==> src/rtl/mc_control_unit.sv <==
// rtl/mc_control_unit.sv - multicycle main controller for the tinyCPU core
module mc_control_unit #(
    parameter int TIMEOUT_CYCLES = 256
) (
    input  logic       clk,
    input  logic       rst_n,
    input  logic [5:0] opcode,
    input  logic [5:0] funct,
    input  logic       alu_zero,
    input  logic       mem_ready,
    output logic [3:0] alu_op,
    output logic       alu_src_a,
    output logic [1:0] alu_src_b,
    output logic       iord,
    output logic       mem_read,
    output logic       mem_write,
    output logic       ir_write,
    output logic       pc_write,
    output logic [1:0] pc_source,
    output logic       reg_write,
    output logic       reg_dst,
    output logic       mem_to_reg,
    output logic       illegal,
    output logic       mem_timeout,
    output logic [3:0] state_dbg
);
    localparam int CW = $clog2(TIMEOUT_CYCLES);
    localparam logic [CW-1:0] WAIT_LAST = CW'(TIMEOUT_CYCLES - 1);

    localparam logic [3:0] S_IDLE      = 4'd0;
    localparam logic [3:0] S_FETCH     = 4'd1;
    localparam logic [3:0] S_DECODE    = 4'd2;
    localparam logic [3:0] S_EXECUTE   = 4'd3;
    localparam logic [3:0] S_R_WB      = 4'd4;
    localparam logic [3:0] S_ADDR_CALC = 4'd5;
    localparam logic [3:0] S_MEM_READ  = 4'd6;
    localparam logic [3:0] S_MEM_WB    = 4'd7;
    localparam logic [3:0] S_MEM_WRITE = 4'd8;
    localparam logic [3:0] S_I_WB      = 4'd9;
    localparam logic [3:0] S_BRANCH    = 4'd10;
    localparam logic [3:0] S_BR_DONE   = 4'd11;
    localparam logic [3:0] S_JUMP      = 4'd12;

    localparam logic [5:0] OP_RTYPE = 6'b000000;
    localparam logic [5:0] OP_LW    = 6'b100011;
    localparam logic [5:0] OP_SW    = 6'b101011;
    localparam logic [5:0] OP_ADDI  = 6'b001000;
    localparam logic [5:0] OP_BEQ   = 6'b000100;
    localparam logic [5:0] OP_J     = 6'b000010;

    localparam logic [3:0] ALU_AND = 4'b0000;
    localparam logic [3:0] ALU_OR  = 4'b0001;
    localparam logic [3:0] ALU_ADD = 4'b0010;
    localparam logic [3:0] ALU_SUB = 4'b0110;
    localparam logic [3:0] ALU_SLT = 4'b0111;

    logic [3:0]    state_q, state_d;
    logic [CW-1:0] wait_q, wait_d;
    logic          waiting;

    always_comb begin
        state_d     = state_q;
        wait_d      = wait_q;
        waiting     = 1'b0;
        alu_op      = ALU_ADD;
        alu_src_a   = 1'b0;
        alu_src_b   = 2'b00;
        iord        = 1'b0;
        mem_read    = 1'b0;
        mem_write   = 1'b0;
        ir_write    = 1'b0;
        pc_write    = 1'b0;
        pc_source   = 2'b00;
        reg_write   = 1'b0;
        reg_dst     = 1'b0;
        mem_to_reg  = 1'b0;
        illegal     = 1'b0;
        mem_timeout = 1'b0;

        case (state_q)
            S_IDLE: state_d = S_FETCH;
            S_FETCH: begin
                mem_read  = 1'b1;
                alu_src_b = 2'b01;
                waiting   = 1'b1;
                if (mem_ready) begin
                    ir_write = 1'b1;
                    state_d  = S_DECODE;
                end
            end
            S_DECODE: begin
                pc_write = 1'b1;
                case (opcode)
                    OP_RTYPE:              state_d = S_EXECUTE;
                    OP_LW, OP_SW, OP_ADDI: state_d = S_ADDR_CALC;
                    OP_BEQ:                state_d = S_BRANCH;
                    OP_J:                  state_d = S_JUMP;
                    default: begin
                        illegal = 1'b1;
                        state_d = S_FETCH;
                    end
                endcase
            end
            S_EXECUTE: begin
                alu_src_a = 1'b1;
                state_d   = S_R_WB;
                case (funct)
                    6'b100000: alu_op = ALU_ADD;
                    6'b100010: alu_op = ALU_SUB;
                    6'b100100: alu_op = ALU_AND;
                    6'b100101: alu_op = ALU_OR;
                    6'b101010: alu_op = ALU_SLT;
                    default: begin
                        illegal = 1'b1;
                        state_d = S_FETCH;
                    end
                endcase
            end
            S_R_WB: begin
                reg_write = 1'b1;
                reg_dst   = 1'b1;
                state_d   = S_FETCH;
            end
            S_ADDR_CALC: begin
                alu_src_a = 1'b1;
                alu_src_b = 2'b10;
                case (opcode)
                    OP_LW:   state_d = S_MEM_READ;
                    OP_SW:   state_d = S_MEM_WRITE;
                    OP_ADDI: state_d = S_I_WB;
                    default: state_d = S_FETCH;
                endcase
            end
            // Address/result stays in the ALU output register only while its inputs are held
            S_MEM_READ: begin
                alu_src_a = 1'b1;
                alu_src_b = 2'b10;
                mem_read  = 1'b1;
                iord      = 1'b1;
                waiting   = 1'b1;
                if (mem_ready) state_d = S_MEM_WB;
            end
            S_MEM_WB: begin
                reg_write  = 1'b1;
                mem_to_reg = 1'b1;
                state_d    = S_FETCH;
            end
            S_MEM_WRITE: begin
                alu_src_a = 1'b1;
                alu_src_b = 2'b10;
                mem_write = 1'b1;
                iord      = 1'b1;
                waiting   = 1'b1;
                if (mem_ready) state_d = S_FETCH;
            end
            S_I_WB: begin
                alu_src_a = 1'b1;
                alu_src_b = 2'b10;
                reg_write = 1'b1;
                state_d   = S_FETCH;
            end
            S_BRANCH: begin
                alu_src_a = 1'b1;
                alu_op    = ALU_SUB;
                state_d   = S_BR_DONE;
            end
            S_BR_DONE: begin
                pc_write  = alu_zero;
                pc_source = 2'b01;
                state_d   = S_FETCH;
            end
            S_JUMP: begin
                pc_write  = 1'b1;
                pc_source = 2'b10;
                state_d   = S_FETCH;
            end
            default: state_d = S_IDLE;
        endcase

        if (waiting && !mem_ready && wait_q == WAIT_LAST) begin
            mem_timeout = 1'b1;
            state_d     = S_FETCH;
        end

        // A timed-out FETCH re-enters FETCH, so the counter must clear on abort too
        if (state_d != state_q || mem_timeout) begin
            wait_d = '0;
        end else if (waiting && !mem_ready) begin
            wait_d = wait_q + CW'(1);
        end
    end

    always_ff @(posedge clk or negedge rst_n) begin
        if (!rst_n) begin
            state_q <= S_IDLE;
            wait_q  <= '0;
        end else begin
            state_q <= state_d;
            wait_q  <= wait_d;
        end
    end

    assign state_dbg = state_q;
endmodule

==> config.mk <==
export PLATFORM = sky130hd
export DESIGN_NAME = mc_control_unit
export DESIGN_NICKNAME = d
export VERILOG_FILES = /design/src/rtl/mc_control_unit.sv
export SDC_FILE = /design/constraint.sdc
export NUM_CORES = 1
export LEC_CHECK = 0
export CAP_MARGIN = 0
export CORE_MARGIN = 1.5
export CORE_UTILIZATION = 50
export DETAILED_ROUTE_END_ITERATION = 10
export PLACE_DENSITY = 0.92
export SKIP_CTS_REPAIR_TIMING = 1
export SYNTH_ARGS = -nofsm -noshare
export SYNTH_HDL_FRONTEND = slang
export SYNTH_SLANG_ARGS = --single-unit
export TNS_END_PERCENT = 5
==> constraint.sdc <==
create_clock -name clk -period 5.42 [get_ports clk]
set_input_delay 0.542 -clock clk [delete_from_list [all_inputs] [get_ports clk]]
set_output_delay 0.542 -clock clk [all_outputs]
set_load 0.02 [all_outputs]
==> reports/results.ini, run 1 <==
[cells_and_area]
final_net_count = 204
drive_gt1_share_pct = 9.730
syn2layout_area_growth_pct = 29.92
fin_cells = 215
seqCellArea_um2 = 300.3
fillers = 205
diodes = 0
final_area_um2 = 1652
multiInputGateArea_um2 = 898.4

[floorplanning]
coreArea_um2 = 2432
fp.dieH_um = 53.42
die-area_um2 = 2854
start_util_pct = 52.26
rows = 18
die_x_um = 53.42
io_pins = 39

[timing]
rsz0062_at_grt = no
tns_ns = 0
fin_crit_sh_pct = 64.85
drv_slew = 0
timing.final.hold_violations = 0
period_needed_ns = 3.515
worstMarginPinSlew_ns = 0.6817
worst_clock_skew_ns = 0.002674
max_freq_mhz = 284.5
fin_ws_ns = 1.905
slew-limit-headroom_pct = 54.55
setup_viol = 0

[grt]
grt_pass1_vias = 1174
grt_max_degree = 26
grt_pass1_wl_um = 4961
grt_util_all_layers_pct = 23.27
overflow = 0
antenna_found_initial = 0

[setup_path]
r2r_cells = 5
critPathCaptureType = output port
timing.rr.end = wait_q[2]
arrival_ns = 2.97
cpLargestDelayFamily = simple AND/OR/NAND/NOR gates
worstSetupStartpointType = flip-flop
cp.required_ns = 4.88
cp_cell_sequence = or4bb_1, a31oi_4, nand2_2, nor2_2, clkdlybuf4s50_1
crit_cells = 5
cp_slowest_cell = dfrtp_1
r2r_slack_ns = 2.94
cp-endpoint = mem_timeout
crit_start = state_dbg[2]
crit_type = flip-flop to output port
timing.rr.start = state_dbg[2]
slowest_delay_ns = 0.71
crit_fanout = 21
path_buf_inv = 1

[synth]
synth_largest_area_cell = dfrtp_1
yosys-top-cells-count = 16 x nor2_1, 12 x dfrtp_1, 9 x nand2_1
ys_seq_area_share_pct = 23.62
yosys_warnings = 0
ys.flop_type = dfrtp_1
syn-num-nets = 171
synth_edf_count = 0
synth.ff_latch_count = 12
yosysMostFrequentCell = nor2_1
synth_top_area_share_pct = 23.62
netlist_area_um2 = 1271
synth_cells = 154
yosysUniqueCellTypes = 60
synth.area.top_cells = dfrtp_1 24%, nor2_1 4.7%, xor2_1 4.1%, o21ai_0 3.1%, nand2b_1 3.0%
syn_area_per_cell_um2 = 8.255
synthArstFlopShare_pct = 100.0

[clock_tree]
htree_levels = 1
path_clk_slew_ns = 0.07
clockBufferDepth = 2
clk-insertion-delay-late_ns = 0.27
cts_sinks = 12
cts-root-buf = clkbuf_4
tritoncts = done
cts_buffers = 3

[hold_path]
min_path_type = input port to async pin

[routing]
first_pass_iters = 4
drtIter0Drc = 16
wl_um = 3125
viasPerCell = 5.786
ant_nets = 0
wl_per_cell_um = 14.53
via_count = 1244
drc = 0

[place]
dpl-instance-area_um2 = 1629
gp_congestion = 0.8746
place_ws_ns = 2.190
dp_cells = 212
io_buffers = 37
dp_hpwl_um = 2407

[run]
cap_violations = 0

[outcome]
status = completed

[pwr]
peakVddDrop_mv = 0.2509
power_leakage_nw = 0.6327
powerDensity_nw_per_um2 = 277.9

sequential cells by signal (all words and copies together), names as in the netlist:
name / count
state_dbg: 4
wait_q: 8
area by class of cell:
type | instances | share of cell area (%)
Clock buffer | 3 | 1.364
Inverter | 6 | 1.364
Multi-Input combinational cell | 127 | 54.39
Sequential cell | 12 | 18.18
Tap cell | 30 | 2.273
Timing Repair Buffer | 37 | 22.42
through the flow:
stage                     util [%]  hold slack, ns  power (mW)
after CTS                    67.90          0.6112      0.4601
after global placement       66.98          0.5963      0.3964
after global routing         67.90          0.6425      0.4887
after detailed placement     66.98          0.5878      0.4056
after floorplan                  -          0.2464      0.3151
final                        67.90          0.6174      0.4590
worst min-delay path by stage:
| stage | to | slack [ns] | cells past startpoint |
|---|---|---|---|
| after floorplan | state_dbg[0] | 0.25 | 0 |
| final | wait_q[4] | 0.62 | 1 |
| after global routing | wait_q[5] | 0.64 | 2 |
| after CTS | wait_q[3] | 0.61 | 2 |
| after global placement | wait_q[3] | 0.60 | 2 |
| after detailed placement | wait_q[3] | 0.59 | 2 |
layer usage:
layer | up-vias | share of wire, % | track usage [%] | routed length (um)
met5 | - | 0 | 0 | 0
met4 | 0 | 1.7 | 9.402 | 53
met3 | 6 | 4.8 | 1.695 | 149
met2 | 37 | 50 | 40.74 | 1574
met1 | 567 | 43 | 29.14 | 1347
li1 | 634 | - | - | -
power breakdown:
part           internal (mW)  total [mW]  switching (mW)
sequential            0.0991       0.142          0.0427
clock                 0.0258      0.0542          0.0284
combinational          0.120       0.263           0.143
total                  0.245       0.459           0.214
cell usage in the layout (no fill, tap or decap), types with 2 or more instances in the layout:
master and count:
clkdlybuf4s50_1 37, nor2_1 16, dfrtp_1 12, nand2_1 9, o21ai_0 8, inv_1 6, nand2b_1 6, a21oi_1 6
nor3_1 6, xor2_1 6, nor4_1 6, nand3_1 4, and3_1 4, nor2b_1 3, a21boi_0 3, xnor2_1 3
o21bai_1 3, clkbuf_4 3, nand4_1 2, nor3b_1 2, or4b_1 2, mux2i_1 2, a31oi_1 2
kinds of logic (layout without fill, tap and decap cells):
family	Yosys count	after routing	share of synthesized area (%)
and+or+nand+nor	75	75	35.83
buffers and inverters	15	46	5.707
muxes	3	3	3.346
adders and majority gates	1	1	0.9841
xor gates and xnor gates	9	9	6.201
other	1	1	0.2950
AOI/OAI and AO/OA	38	38	24.02
DFF	12	12	23.62
(Power assumes the default switching activity.)
==> inputs of run 2 (changes only) <==
Settings changed: CORE_UTILIZATION 50 to 42, PLACE_DENSITY 0.92 to 0.83.
Clock period 5.42 ns to 3.1 ns, I/O delays scaled along.
==> reports/results.ini, run 2 (synthesis results as in run 1) <==
[floorplanning]
die-area_um2 = 3366  ; +18%
coreArea_um2 = 2805  ; +15%
start_util_pct = 45.32  ; -6.9 points
fp.dieH_um = 58.02  ; +8.6%
rows = 19  ; +1
die_x_um = 58.02  ; +8.6%
io_pins = 39  ; unchanged

[routing]
wl_met1_um = 1460  ; +8.4%
viasPerCell = 5.910  ; +2.1%
drtIter0Drc = 55  ; +39
drc = 3  ; +3
dr_wl_met2_um = 1563  ; -0.70%
dr_wl_met3_um = 194  ; +30%
highest_layer = met3
via_count = 1312  ; +5.5%
wl_um = 3218  ; +3.0%
wl_per_cell_um = 14.50  ; -0.27%
first_pass_iters = 7  ; +3
ant_nets = 0  ; unchanged

[grt]
grt_util_all_layers_pct = 19.94  ; -3.3 points
antenna_found_initial = 0  ; unchanged
grt_max_degree = 22  ; -15%
grt_pass1_vias = 1235  ; +5.2%
grt_pass1_wl_um = 5361  ; +8.1%
overflow = 0  ; unchanged

[timing]
rsz0062_at_grt = no
fin_ws_ns = 0.3002  ; -1.605 ns
fin_crit_sh_pct = 90.32
worst_clock_skew_ns = 0.001227  ; -0.001447 ns
period_needed_ns = 2.800
drv_slew = 0  ; unchanged
slew-limit-headroom_pct = 66.06  ; +12 points
worstMarginPinSlew_ns = 0.5075  ; -0.1743 ns
timing.final.hold_violations = 0  ; unchanged
setup_viol = 0  ; unchanged
max_freq_mhz = 357.2
tns_ns = 0  ; unchanged

[clock_tree]
cts_sinks = 12  ; unchanged
cts-root-buf = clkbuf_4
path_clk_slew_ns = 0.07  ; about the same
htree_levels = 1  ; unchanged
clockBufferDepth = 2  ; unchanged
cts_buffers = 3  ; unchanged
clk-insertion-delay-late_ns = 0.26  ; about the same
tritoncts = done

[place]
io_buffers = 37  ; unchanged
gp_congestion = 0.9015  ; +3.1%
place_ws_ns = 0.4547  ; -1.735 ns
dp_hpwl_um = 2478  ; +2.9%

[pwr]
switching_share_pct = 44.33  ; -2.4 points
power_leakage_nw = 0.6656  ; +5.2%
p_switching_mw = 0.3778  ; +76%
combPwrFrac_pct = 63.2  ; +5.9 points
clkPwrFrac_pct = 13.8  ; +2.0 points
powerDensity_nw_per_um2 = 500.0  ; +80%
peakVddDrop_mv = 0.3188  ; +27%
internal-power_mw = 0.4744  ; +94%
seq_power_share_pct = 23.0  ; -7.9 points

[setup_path]
cp_cell_sequence = or4b_4, a31oi_4, nand2_2, nor2_2, clkdlybuf4s50_1
worstSetupStartpointType = flip-flop
critPathCaptureType = output port
arrival_ns = 2.49  ; -0.48 ns
slowest_delay_ns = 0.65  ; -0.06 ns
timing.rr.end = wait_q[5]
cp_slowest_cell = clkdlybuf4s50_1
crit_type = flip-flop to output port
r2r_slack_ns = 0.92  ; -2.02 ns
r2r_cells = 6  ; +1
cp.required_ns = 2.79  ; -2.09 ns
cpLargestDelayFamily = simple AND/OR/NAND/NOR gates
crit_fanout = 6  ; -71%
path_buf_inv = 1  ; unchanged
timing.rr.start = state_dbg[1]

[outcome]
status = complete, but fails checks
violations = design-rule violations

[cells_and_area]
syn2layout_area_growth_pct = 34.05
final_net_count = 209  ; +2.5%
drive_gt1_share_pct = 12.57  ; +2.8 points
final_cell_mix = 37 x clkdlybuf4s50_1, 16 x nor2_1, 12 x dfrtp_1
final_common_cell = clkdlybuf4s50_1
regMostFlops = wait_q
fillers = 245  ; +20%
diodes = 0  ; unchanged
largest_reg_flops = 8  ; unchanged
final_util_pct = 60.75  ; -7.2 points

[hold_path]
min_path_type = input port to async pin

[run]
cap_violations = 0  ; unchanged

## run 2: changes by cell type in the layout (fill, tap and decap cells not counted), sizes merged
cell | before | now
buf | 0 | 5
clkbuf | 3 | 4
## run 2: power by group through the flow
| stage | clock network (mW) | registers, mW | logic [mW] |
|---|---|---|---|
| finish | 0.117 | 0.196 | 0.539 |
| global route | 0.128 | 0.199 | 0.582 |
| CTS | 0.120 | 0.195 | 0.535 |
| detailed placement | 0 | 0.198 | 0.533 |
| global placement | 0 | 0.197 | 0.521 |
| floorplan | 0 | 0.209 | 0.342 |
## run 2: layout make-up
class | instances | area, um^2 | area share (%)
multi-input cells | 127 | 898.4 | 52.72
repair buffers | 42 | 407.9 | 23.94
flip-flops and latches | 12 | 300.3 | 17.62
well taps | 31 | 38.79 | 2.276
clock buffers | 4 | 36.28 | 2.129
inverters | 6 | 22.52 | 1.322
## run 2: worst reg2reg max path: stages (launching register included)
cell and delay [ns]:
dfrtp_1 0.43, or4b_4 0.60, a31oi_4 0.22, buf_4 0.20, a41oi_2 0.16, mux2i_4 0.33
nor4_1 0.10
## run 2: through the flow
stage                     total power [mW]  std cells  instance area (um^2)  hold slack [ns]
after floorplan                     0.5510        154                  1271          0.01441
after global routing                0.9080        222                  1704           0.4171
final                               0.8521        222                  1704           0.3812
after CTS                           0.8509        222                  1704           0.3944
after global placement              0.7176        218                  1668           0.5929
after detailed placement            0.7317        218                  1668           0.6157
## run 2: worst max path at each step
stage | startpoint | depth (start not counted) | end | slack (ns)
3_5_place_dp | opcode[1] | 7 | illegal | 0.45
3_3_place_gp | opcode[0] | 7 | illegal | 0.47
2_1_floorplan | state_dbg[2] | 5 | mem_timeout | 0.94
4_1_cts | state_dbg[0] | 5 | mem_timeout | 0.29
6_report | state_dbg[1] | 5 | mem_timeout | 0.30
5_1_grt | state_dbg[0] | 5 | mem_timeout | 0.21
## run 2: per-layer routing
| metal | up-vias | global-route usage [%] |
|---|---|---|
| met3 | 0 | 4.688 |
| met1 | 617 | 27.68 |
| met4 | 0 | 3.654 |
| met2 | 49 | 32.14 |
| li1 | 646 | - |
| met5 | - | 0 |
